File: config.mk
export PLATFORM = sky130hd
export DESIGN_NAME = knn_topk_vote
export DESIGN_NICKNAME = d
export VERILOG_FILES = /design/src/rtl/knn_topk_vote.sv
export SDC_FILE = /design/constraint.sdc
export NUM_CORES = 1
export LEC_CHECK = 0
export ABC_AREA = 1
export BUFFER_PORTS_ARGS = -buffer_cell sky130_fd_sc_hd__clkbuf_2
export CORE_MARGIN = 10
export CORE_UTILIZATION = 30
export CTS_CLUSTER_SIZE = 40
export DETAILED_ROUTE_END_ITERATION = 7
export GPL_TIMING_DRIVEN = 0
export PLACE_DENSITY_LB_ADDON = 0.2
export SETUP_SLACK_MARGIN = 0.1
export SYNTH_ARGS = -nofsm -noshare
export SYNTH_HDL_FRONTEND = slang
export SYNTH_SLANG_ARGS = --single-unit
File: constraint.sdc
create_clock -name clk -period 6.9 [get_ports clk]
set_input_delay 1.035 -clock clk [delete_from_list [all_inputs] [get_ports clk]]
set_output_delay 1.035 -clock clk [all_outputs]
set_load 0.01 [all_outputs]
File: src/rtl/knn_topk_vote.sv
`default_nettype none
// ============================================================================
//  Module      : knn_topk_vote
//  Description : Streaming K-nearest-neighbour selector and majority voter.
//                Keeps an ascending-distance top-K_MAX list of incoming
//                (distance, class) samples. It then votes one class per
//                cycle over the first K_eff entries and reports the winning
//                class, the vote count, a tie flag and the start-to-done
//                latency.
//                Optional macro KNN_TIE_NEAREST_EN: equal-count ties go to
//                the class that owns the nearest neighbour. Without it, the
//                lowest class index wins.
//  Revision    : 1.0 - initial release
// ============================================================================
module knn_topk_vote #(
    parameter int DIST_W  = 16,
    parameter int CLASS_W = 2,
    parameter int K_MAX   = 7,
    parameter int LAT_W   = 16
) (
    input  logic                         clk,
    input  logic                         reset,
    input  logic                         start,
    input  logic [$clog2(K_MAX+1)-1:0]   k_sel,
    input  logic                         s_valid,
    output logic                         s_ready,
    input  logic [DIST_W-1:0]            s_dist,
    input  logic [CLASS_W-1:0]           s_class,
    input  logic                         s_last,
    output logic                         busy,
    output logic                         done,
    output logic [CLASS_W-1:0]           predicted_class,
    output logic [$clog2(K_MAX+1)-1:0]   vote_count,
    output logic                         tie,
    output logic [LAT_W-1:0]             latency
);

    localparam int K_W = $clog2(K_MAX + 1);
    localparam logic [K_W-1:0]     c_K_MAX    = K_W'(K_MAX);
    localparam logic [CLASS_W-1:0] c_LAST_CLS = {CLASS_W{1'b1}};

    typedef enum logic [1:0] {
        S_IDLE    = 2'd0,
        S_COLLECT = 2'd1,
        S_VOTE    = 2'd2,
        S_DONE    = 2'd3
    } state_t;

    state_t r_state;
    state_t w_state_nxt;

    // Sorted neighbour list; valid entries always form a prefix.
    logic [DIST_W-1:0]  r_dist [K_MAX];
    logic [CLASS_W-1:0] r_lbl  [K_MAX];
    logic [K_MAX-1:0]   r_vld;

    logic [DIST_W-1:0]  w_dist_nxt [K_MAX];
    logic [CLASS_W-1:0] w_lbl_nxt  [K_MAX];
    logic [K_MAX-1:0]   w_vld_nxt;
    logic [K_MAX-1:0]   w_lt;

    logic               w_start_acc;
    logic               w_beat;
    logic               w_vote_last;
    logic [K_W-1:0]     w_keff;

    logic [K_W-1:0]     r_keff;
    logic [CLASS_W-1:0] r_vcls;
    logic [CLASS_W-1:0] r_best_cls;
    logic [K_W-1:0]     r_best_cnt;
    logic               r_tie;

    logic [K_MAX-1:0]   w_match;
    logic [K_W-1:0]     w_cnt;
    logic               w_eq;
    logic [CLASS_W-1:0] w_best_cls_nxt;
    logic [K_W-1:0]     w_best_cnt_nxt;
    logic               w_tie_nxt;

`ifdef KNN_TIE_NEAREST_EN
    logic [K_W-1:0]     r_best_pos;
    logic [K_W-1:0]     w_pos;
    logic [K_W-1:0]     w_best_pos_nxt;
`endif

    logic [LAT_W-1:0]   r_latency;
    logic [CLASS_W-1:0] r_pred;
    logic [K_W-1:0]     r_vcount;
    logic               r_tie_out;

    assign w_start_acc = start && (r_state == S_IDLE);
    assign w_beat      = s_valid && (r_state == S_COLLECT);
    assign w_vote_last = (r_state == S_VOTE) && (r_vcls == c_LAST_CLS);

    // Runtime K clamped into 1..K_MAX.
    always_comb begin
        w_keff = k_sel;
        if (k_sel == '0) begin
            w_keff = K_W'(1);
        end else if (k_sel > c_K_MAX) begin
            w_keff = c_K_MAX;
        end
    end

    // State register.
    always_ff @(posedge clk or negedge reset) begin
        if (!reset) begin
            r_state <= S_IDLE;
        end else begin
            r_state <= w_state_nxt;
        end
    end

    // Next-state logic and state-decoded handshake outputs.
    always_comb begin
        w_state_nxt = r_state;
        s_ready     = 1'b0;
        busy        = 1'b0;
        done        = 1'b0;
        case (r_state)
            S_IDLE: begin
                if (start) begin
                    w_state_nxt = S_COLLECT;
                end
            end
            S_COLLECT: begin
                s_ready = 1'b1;
                busy    = 1'b1;
                if (s_valid && s_last) begin
                    w_state_nxt = S_VOTE;
                end
            end
            S_VOTE: begin
                busy = 1'b1;
                if (r_vcls == c_LAST_CLS) begin
                    w_state_nxt = S_DONE;
                end
            end
            S_DONE: begin
                busy        = 1'b1;
                done        = 1'b1;
                w_state_nxt = S_IDLE;
            end
            default: begin
                w_state_nxt = S_IDLE;
            end
        endcase
    end

    // Parallel compare-shift insertion. Because the list is sorted and the
    // compare is strict, w_lt is monotonic: the new sample lands at the first
    // position that compares less, and everything behind it moves down one.
    generate
        for (genvar gi = 0; gi < K_MAX; gi++) begin : g_ins
            assign w_lt[gi] = !r_vld[gi] || (s_dist < r_dist[gi]);
            if (gi == 0) begin : g_head
                assign w_dist_nxt[gi] = w_lt[gi] ? s_dist  : r_dist[gi];
                assign w_lbl_nxt[gi]  = w_lt[gi] ? s_class : r_lbl[gi];
                assign w_vld_nxt[gi]  = w_lt[gi] | r_vld[gi];
            end else begin : g_tail
                assign w_dist_nxt[gi] = !w_lt[gi]     ? r_dist[gi]   :
                                        !w_lt[gi-1]   ? s_dist       : r_dist[gi-1];
                assign w_lbl_nxt[gi]  = !w_lt[gi]     ? r_lbl[gi]    :
                                        !w_lt[gi-1]   ? s_class      : r_lbl[gi-1];
                assign w_vld_nxt[gi]  = !w_lt[gi]     ? r_vld[gi]    :
                                        !w_lt[gi-1]   ? 1'b1         : r_vld[gi-1];
            end
        end
    endgenerate

    // Neighbour list storage: emptied on start, updated on each accepted beat.
    always_ff @(posedge clk or negedge reset) begin
        if (!reset) begin
            for (int i = 0; i < K_MAX; i++) begin
                r_dist[i] <= '0;
                r_lbl[i]  <= '0;
            end
            r_vld <= '0;
        end else if (w_start_acc) begin
            r_vld <= '0;
        end else if (w_beat) begin
            for (int i = 0; i < K_MAX; i++) begin
                r_dist[i] <= w_dist_nxt[i];
                r_lbl[i]  <= w_lbl_nxt[i];
            end
            r_vld <= w_vld_nxt;
        end
    end

    // Votes for the class under evaluation among the first K_eff entries.
    always_comb begin
        w_match = '0;
        w_cnt   = '0;
        for (int i = 0; i < K_MAX; i++) begin
            w_match[i] = r_vld[i] && (K_W'(i) < r_keff) && (r_lbl[i] == r_vcls);
            if (w_match[i]) begin
                w_cnt = w_cnt + K_W'(1);
            end
        end
    end

`ifdef KNN_TIE_NEAREST_EN
    // Position of the nearest entry voting for the current class.
    always_comb begin
        w_pos = c_K_MAX;
        for (int i = K_MAX - 1; i >= 0; i--) begin
            if (w_match[i]) begin
                w_pos = K_W'(i);
            end
        end
    end
`endif

    // Running-best update. Tie is cleared by a strictly larger count and set
    // whenever the best and another class end up with equal non-zero counts.
    always_comb begin
        w_best_cls_nxt = r_best_cls;
        w_best_cnt_nxt = r_best_cnt;
        w_tie_nxt      = r_tie;
`ifdef KNN_TIE_NEAREST_EN
        w_best_pos_nxt = r_best_pos;
`endif
        w_eq = (w_cnt == r_best_cnt) && (w_cnt != '0);
        if (w_cnt > r_best_cnt) begin
            w_best_cls_nxt = r_vcls;
            w_best_cnt_nxt = w_cnt;
            w_tie_nxt      = 1'b0;
`ifdef KNN_TIE_NEAREST_EN
            w_best_pos_nxt = w_pos;
        end else if (w_eq && (w_pos < r_best_pos)) begin
            w_best_cls_nxt = r_vcls;
            w_best_pos_nxt = w_pos;
            w_tie_nxt      = 1'b1;
`endif
        end else if (w_eq) begin
            w_tie_nxt = 1'b1;
        end
    end

    // Query setup, vote sequencing, latency counting and result registers.
    // The start cycle is cycle 0, so the first busy cycle reads latency 1.
    always_ff @(posedge clk or negedge reset) begin
        if (!reset) begin
            r_keff     <= '0;
            r_vcls     <= '0;
            r_best_cls <= '0;
            r_best_cnt <= '0;
            r_tie      <= 1'b0;
`ifdef KNN_TIE_NEAREST_EN
            r_best_pos <= '0;
`endif
            r_latency  <= '0;
            r_pred     <= '0;
            r_vcount   <= '0;
            r_tie_out  <= 1'b0;
        end else if (w_start_acc) begin
            r_keff     <= w_keff;
            r_vcls     <= '0;
            r_best_cls <= '0;
            r_best_cnt <= '0;
            r_tie      <= 1'b0;
`ifdef KNN_TIE_NEAREST_EN
            r_best_pos <= c_K_MAX;
`endif
            r_latency  <= LAT_W'(1);
        end else begin
            if ((r_state == S_COLLECT || r_state == S_VOTE) && (r_latency != '1)) begin
                r_latency <= r_latency + LAT_W'(1);
            end
            if (r_state == S_VOTE) begin
                r_best_cls <= w_best_cls_nxt;
                r_best_cnt <= w_best_cnt_nxt;
                r_tie      <= w_tie_nxt;
`ifdef KNN_TIE_NEAREST_EN
                r_best_pos <= w_best_pos_nxt;
`endif
                r_vcls     <= r_vcls + CLASS_W'(1);
                if (w_vote_last) begin
                    r_pred    <= w_best_cls_nxt;
                    r_vcount  <= w_best_cnt_nxt;
                    r_tie_out <= w_tie_nxt;
                end
            end
        end
    end

    assign predicted_class = r_pred;
    assign vote_count      = r_vcount;
    assign tie             = r_tie_out;
    assign latency         = r_latency;

endmodule
`default_nettype wire
==> flow_results.xml <==
<?xml version="1.0" encoding="UTF-8"?>
<metrics>
  <group name="outcome">
    <metric name="outcome" unit="">finished, final reports clean</metric>
  </group>
  <group name="floorplanning">
    <metric name="num_rows" unit="">69</metric>
    <metric name="die_width" unit="um">209</metric>
    <metric name="fp.dieArea" unit="um^2">43900</metric>
    <metric name="io_pins" unit="">51</metric>
    <metric name="die_y" unit="um">209</metric>
    <metric name="placeableCoreArea" unit="um^2">35500</metric>
    <metric name="floorplan.initialDensity" unit="%">30.3</metric>
  </group>
  <group name="routing">
    <metric name="drc" unit="">0</metric>
    <metric name="drt-met1-wl" unit="um">14100</metric>
    <metric name="via_count" unit="">8955</metric>
    <metric name="routedWlPerCell" unit="um">14.7</metric>
    <metric name="routed_wirelength" unit="um">27800</metric>
    <metric name="wl_met3" unit="um">529</metric>
    <metric name="route.top_layer_used" unit="">met4</metric>
    <metric name="drt-vias-per-instance" unit="">4.74</metric>
    <metric name="met2_length" unit="um">12900</metric>
    <metric name="detailedRoute.firstIterationViolations" unit="">398</metric>
    <metric name="first_pass_iters" unit="">5</metric>
    <metric name="antenna_violating_nets_post_route" unit="">0</metric>
  </group>
  <group name="yosys">
    <metric name="synthesis.yosys.warnings" unit="">0</metric>
    <metric name="synth.net_count" unit="">1491</metric>
    <metric name="postSynth.topFlopCell" unit="">sky130_fd_sc_hd__dfrtp_1</metric>
    <metric name="synthDominantCellAreaShare" unit="%">39.1</metric>
    <metric name="dominant_cells_by_area_after_synthesis" unit="">sky130_fd_sc_hd__dfrtp_1, sky130_fd_sc_hd__ha_1, sky130_fd_sc_hd__o21ai_0</metric>
    <metric name="syn_inst" unit="">1343</metric>
    <metric name="synth_seq_area_share" unit="%">39.1</metric>
    <metric name="synth_edf_count" unit="">0</metric>
    <metric name="ys_seq_elements" unit="">168</metric>
    <metric name="post_synth.cell_area_avg" unit="um^2">8.01</metric>
    <metric name="synth_largest_area_cell" unit="">sky130_fd_sc_hd__dfrtp_1</metric>
    <metric name="ys_types" unit="">45</metric>
    <metric name="async_reset_ff_share" unit="%">100</metric>
    <metric name="synthesis.area" unit="um^2">10800</metric>
  </group>
  <group name="pwr">
    <metric name="power_density" unit="nW/um^2">394</metric>
    <metric name="peakVddDrop" unit="mV">0.198</metric>
    <metric name="p_leak" unit="nW">5.89</metric>
  </group>
  <group name="final_layout">
    <metric name="post-route-util" unit="%">34.5</metric>
    <metric name="syn_to_final_growth" unit="%">13.9</metric>
    <metric name="layout-drive-gt1-share" unit="%">10.7</metric>
    <metric name="num-nets-final" unit="">1562</metric>
  </group>
  <group name="timing">
    <metric name="slew-limit-headroom" unit="%">58.3</metric>
    <metric name="fin_crit" unit="ps">5360</metric>
    <metric name="totalNegativeSetupSlack" unit="ps">0</metric>
    <metric name="maximum_operating_frequency" unit="MHz">187</metric>
    <metric name="fin_skew" unit="ps">12.1</metric>
    <metric name="finalHoldViolations" unit="">0</metric>
    <metric name="setup_viol" unit="">0</metric>
    <metric name="grt_setup_unrepaired" unit="">false</metric>
    <metric name="worstMarginPinSlew" unit="ps">625</metric>
    <metric name="timing.final.ws_setup" unit="ps">1540</metric>
    <metric name="post_route_clock_period_utilization" unit="%">77.7</metric>
    <metric name="timing.final.max_slew_violations" unit="">0</metric>
  </group>
  <group name="critical_path">
    <metric name="criticalPathCategory" unit="">flip-flop to flip-flop</metric>
    <metric name="cp.required" unit="ps">7210</metric>
    <metric name="worst_r2r_startpoint" unit="">r_vcls[0]</metric>
    <metric name="crit_family" unit="">simple AND/OR/NAND/NOR gates</metric>
    <metric name="path_common_cell" unit="">sky130_fd_sc_hd__nand2_1</metric>
    <metric name="worst_setup_sp_type" unit="">flip-flop</metric>
    <metric name="critical_path.n_buffers_inverters" unit="">6</metric>
    <metric name="slowest_stage" unit="">sky130_fd_sc_hd__dfrtp_1</metric>
    <metric name="critical_path_arrival" unit="ps">5670</metric>
    <metric name="rr_worst_depth" unit="">34</metric>
    <metric name="timing.critical_path.fanout_max" unit="">9</metric>
    <metric name="max_stage_delay" unit="ps">390</metric>
    <metric name="reg2reg_to" unit="">predicted_class[0]</metric>
    <metric name="critical_path.endpoint_type" unit="">flip-flop</metric>
    <metric name="critical_path_startpoint" unit="">r_vcls[0]</metric>
    <metric name="setup.reg_to_reg.worst_slack" unit="ps">1540</metric>
  </group>
  <group name="global_route">
    <metric name="first_global_vias" unit="">9066</metric>
    <metric name="globalRouteTotalUtil" unit="%">12.9</metric>
    <metric name="pin_count_of_the_biggest_net_entering_global_routing" unit="">106</metric>
    <metric name="grt_pass1_wl" unit="um">47200</metric>
    <metric name="antenna_violations_before_repair" unit="">1</metric>
    <metric name="grt_overflow" unit="">0</metric>
  </group>
  <group name="place">
    <metric name="place.detailed.hpwl" unit="um">22200</metric>
    <metric name="worst_slack_placed" unit="ps">1540</metric>
    <metric name="gp_congestion" unit="">0.822</metric>
    <metric name="io_buffers" unit="">50</metric>
  </group>
  <group name="clocking">
    <metric name="post_cts.resized_instances" unit="">0</metric>
    <metric name="hold_buffers" unit="">0</metric>
    <metric name="cts.root.buffer_cell" unit="">sky130_fd_sc_hd__clkbuf_16</metric>
    <metric name="insertion_delay" unit="ps">430</metric>
    <metric name="cts.path.max_buffers" unit="">2</metric>
    <metric name="cts_post_setup_buffers_inserted" unit="">0</metric>
    <metric name="htree_num_levels" unit="">4</metric>
    <metric name="cts_sinks" unit="">168</metric>
    <metric name="tritoncts" unit="">yes</metric>
    <metric name="clock_pin_slew_worst_setup_and_hold_paths" unit="ps">70</metric>
    <metric name="cts_inserted_buffers" unit="">17</metric>
  </group>
  <group name="hold_path">
    <metric name="hold_path.class" unit="">input port to async pin</metric>
  </group>
  <group name="run">
    <metric name="max_cap_viol_count" unit="">0</metric>
  </group>
</metrics>
Yosys cell counts (4+ instances only):
cell	instances
sky130_fd_sc_hd__nor3_1	17
sky130_fd_sc_hd__o22ai_1	6
sky130_fd_sc_hd__nand2_1	139
sky130_fd_sc_hd__o211ai_1	7
sky130_fd_sc_hd__nand3_2	9
sky130_fd_sc_hd__nand3_1	33
sky130_fd_sc_hd__clkbuf_1	25
sky130_fd_sc_hd__nor2_1	47
sky130_fd_sc_hd__nand2_2	17
sky130_fd_sc_hd__buf_2	13
sky130_fd_sc_hd__nand2_4	6
sky130_fd_sc_hd__nand4_1	4
sky130_fd_sc_hd__dfrtp_1	168
sky130_fd_sc_hd__o21ai_0	260
sky130_fd_sc_hd__inv_1	208
sky130_fd_sc_hd__xnor2_1	7
sky130_fd_sc_hd__o31ai_1	7
sky130_fd_sc_hd__a21oi_1	208
sky130_fd_sc_hd__ha_1	122
power breakdown:
part           total, W  internal [W]  leakage, nW  switching, W
clock          0.000985      0.000556        0.283      0.000430
sequential      0.00157       0.00140         2.10      0.000170
combinational   0.00228      0.000772         3.51       0.00150
total           0.00483       0.00273         5.89       0.00210
worst max-delay path by stage:
stage               cells past startpoint            endpoint  slack, ps
global route                           34       vote_count[0]        960
floorplan                              36       vote_count[0]       2140
global placement                        1          r_dist[10]       1380
detailed placement                     36       vote_count[0]       1540
finish                                 34  predicted_class[0]       1540
CTS                                    36       vote_count[0]       1530
kinds of logic (layout without fill, tap and decap cells):
family / count (synthesis) / after routing / synth area share, %
adder cells (fa/ha/maj): 122 / 122 / 14.2
flip-flops: 168 / 168 / 39.1
AO/OA/AOI/OAI: 501 / 501 / 24.0
AND/OR/NAND/NOR: 285 / 285 / 12.6
other: 0 / 1 / 0
XOR/XNOR: 10 / 10 / 0.814
buffers and inverters: 257 / 341 / 9.31
final cells by class:
type,instances,area [um^2]
Inverter,215,813
Clock inverter,13,146
Clock buffer,19,453
Buffer,42,189
Fill cell,3724,23200
Tap cell,461,577
Timing Repair Buffer,52,314
Sequential cell,168,4200
Antenna cell,1,2.50
Multi-Input combinational cell,918,5560
stage by stage:
stage / hold slack, ps / instances / cell area (um^2) / power, W
after floorplan: 449 / 1343 / 10800 / 0.00323
after global placement: 467 / 1854 / 11600 / 0.00383
after detailed placement: 470 / 1856 / 11700 / 0.00390
after CTS: 364 / 1888 / 12300 / 0.00491
after global routing: 369 / 1889 / 12300 / 0.00535
final: 388 / 1889 / 12300 / 0.00483
sequential cells by signal, indices dropped and copies added, names as in the netlist:
name,count
r_best_cnt,3
r_keff,3
r_tie,1
r_vld,7
r_lbl,14
latency,16
tie,1
r_state,2
r_vcls,2
r_dist,112
vote_count,3
r_best_cls,2
predicted_class,2
cell usage in the layout (no fill, tap or decap), types with 4 or more instances in the layout:
master / synthesis / layout
sky130_fd_sc_hd__nand3_2: 9 / 9
sky130_fd_sc_hd__xnor2_1: 7 / 7
sky130_fd_sc_hd__clkinvlp_4: 0 / 4
sky130_fd_sc_hd__nand2_1: 139 / 139
sky130_fd_sc_hd__o22ai_1: 6 / 6
sky130_fd_sc_hd__o31ai_1: 7 / 7
sky130_fd_sc_hd__ha_1: 122 / 122
sky130_fd_sc_hd__nor2_1: 47 / 47
sky130_fd_sc_hd__nand4_1: 4 / 4
sky130_fd_sc_hd__dfrtp_1: 168 / 168
sky130_fd_sc_hd__o211ai_1: 7 / 7
sky130_fd_sc_hd__clkinv_4: 0 / 4
sky130_fd_sc_hd__clkbuf_16: 0 / 17
sky130_fd_sc_hd__nand2_2: 17 / 17
sky130_fd_sc_hd__inv_1: 208 / 208
sky130_fd_sc_hd__clkbuf_2: 0 / 49
sky130_fd_sc_hd__nand3_1: 33 / 33
sky130_fd_sc_hd__a21oi_1: 208 / 208
sky130_fd_sc_hd__nor3_1: 17 / 17
sky130_fd_sc_hd__nand2_4: 6 / 6
sky130_fd_sc_hd__o21ai_0: 260 / 260
sky130_fd_sc_hd__buf_2: 13 / 13
sky130_fd_sc_hd__clkbuf_1: 25 / 25
layer usage:
layer | track usage [%] | up-vias
met3 | 1.89 | 16
met2 | 21.3 | 79
met5 | 0 | -
met1 | 17.3 | 4179
met4 | 3.30 | 0
li1 | - | 4681
Note: power is estimated with default switching activity, not from simulation.
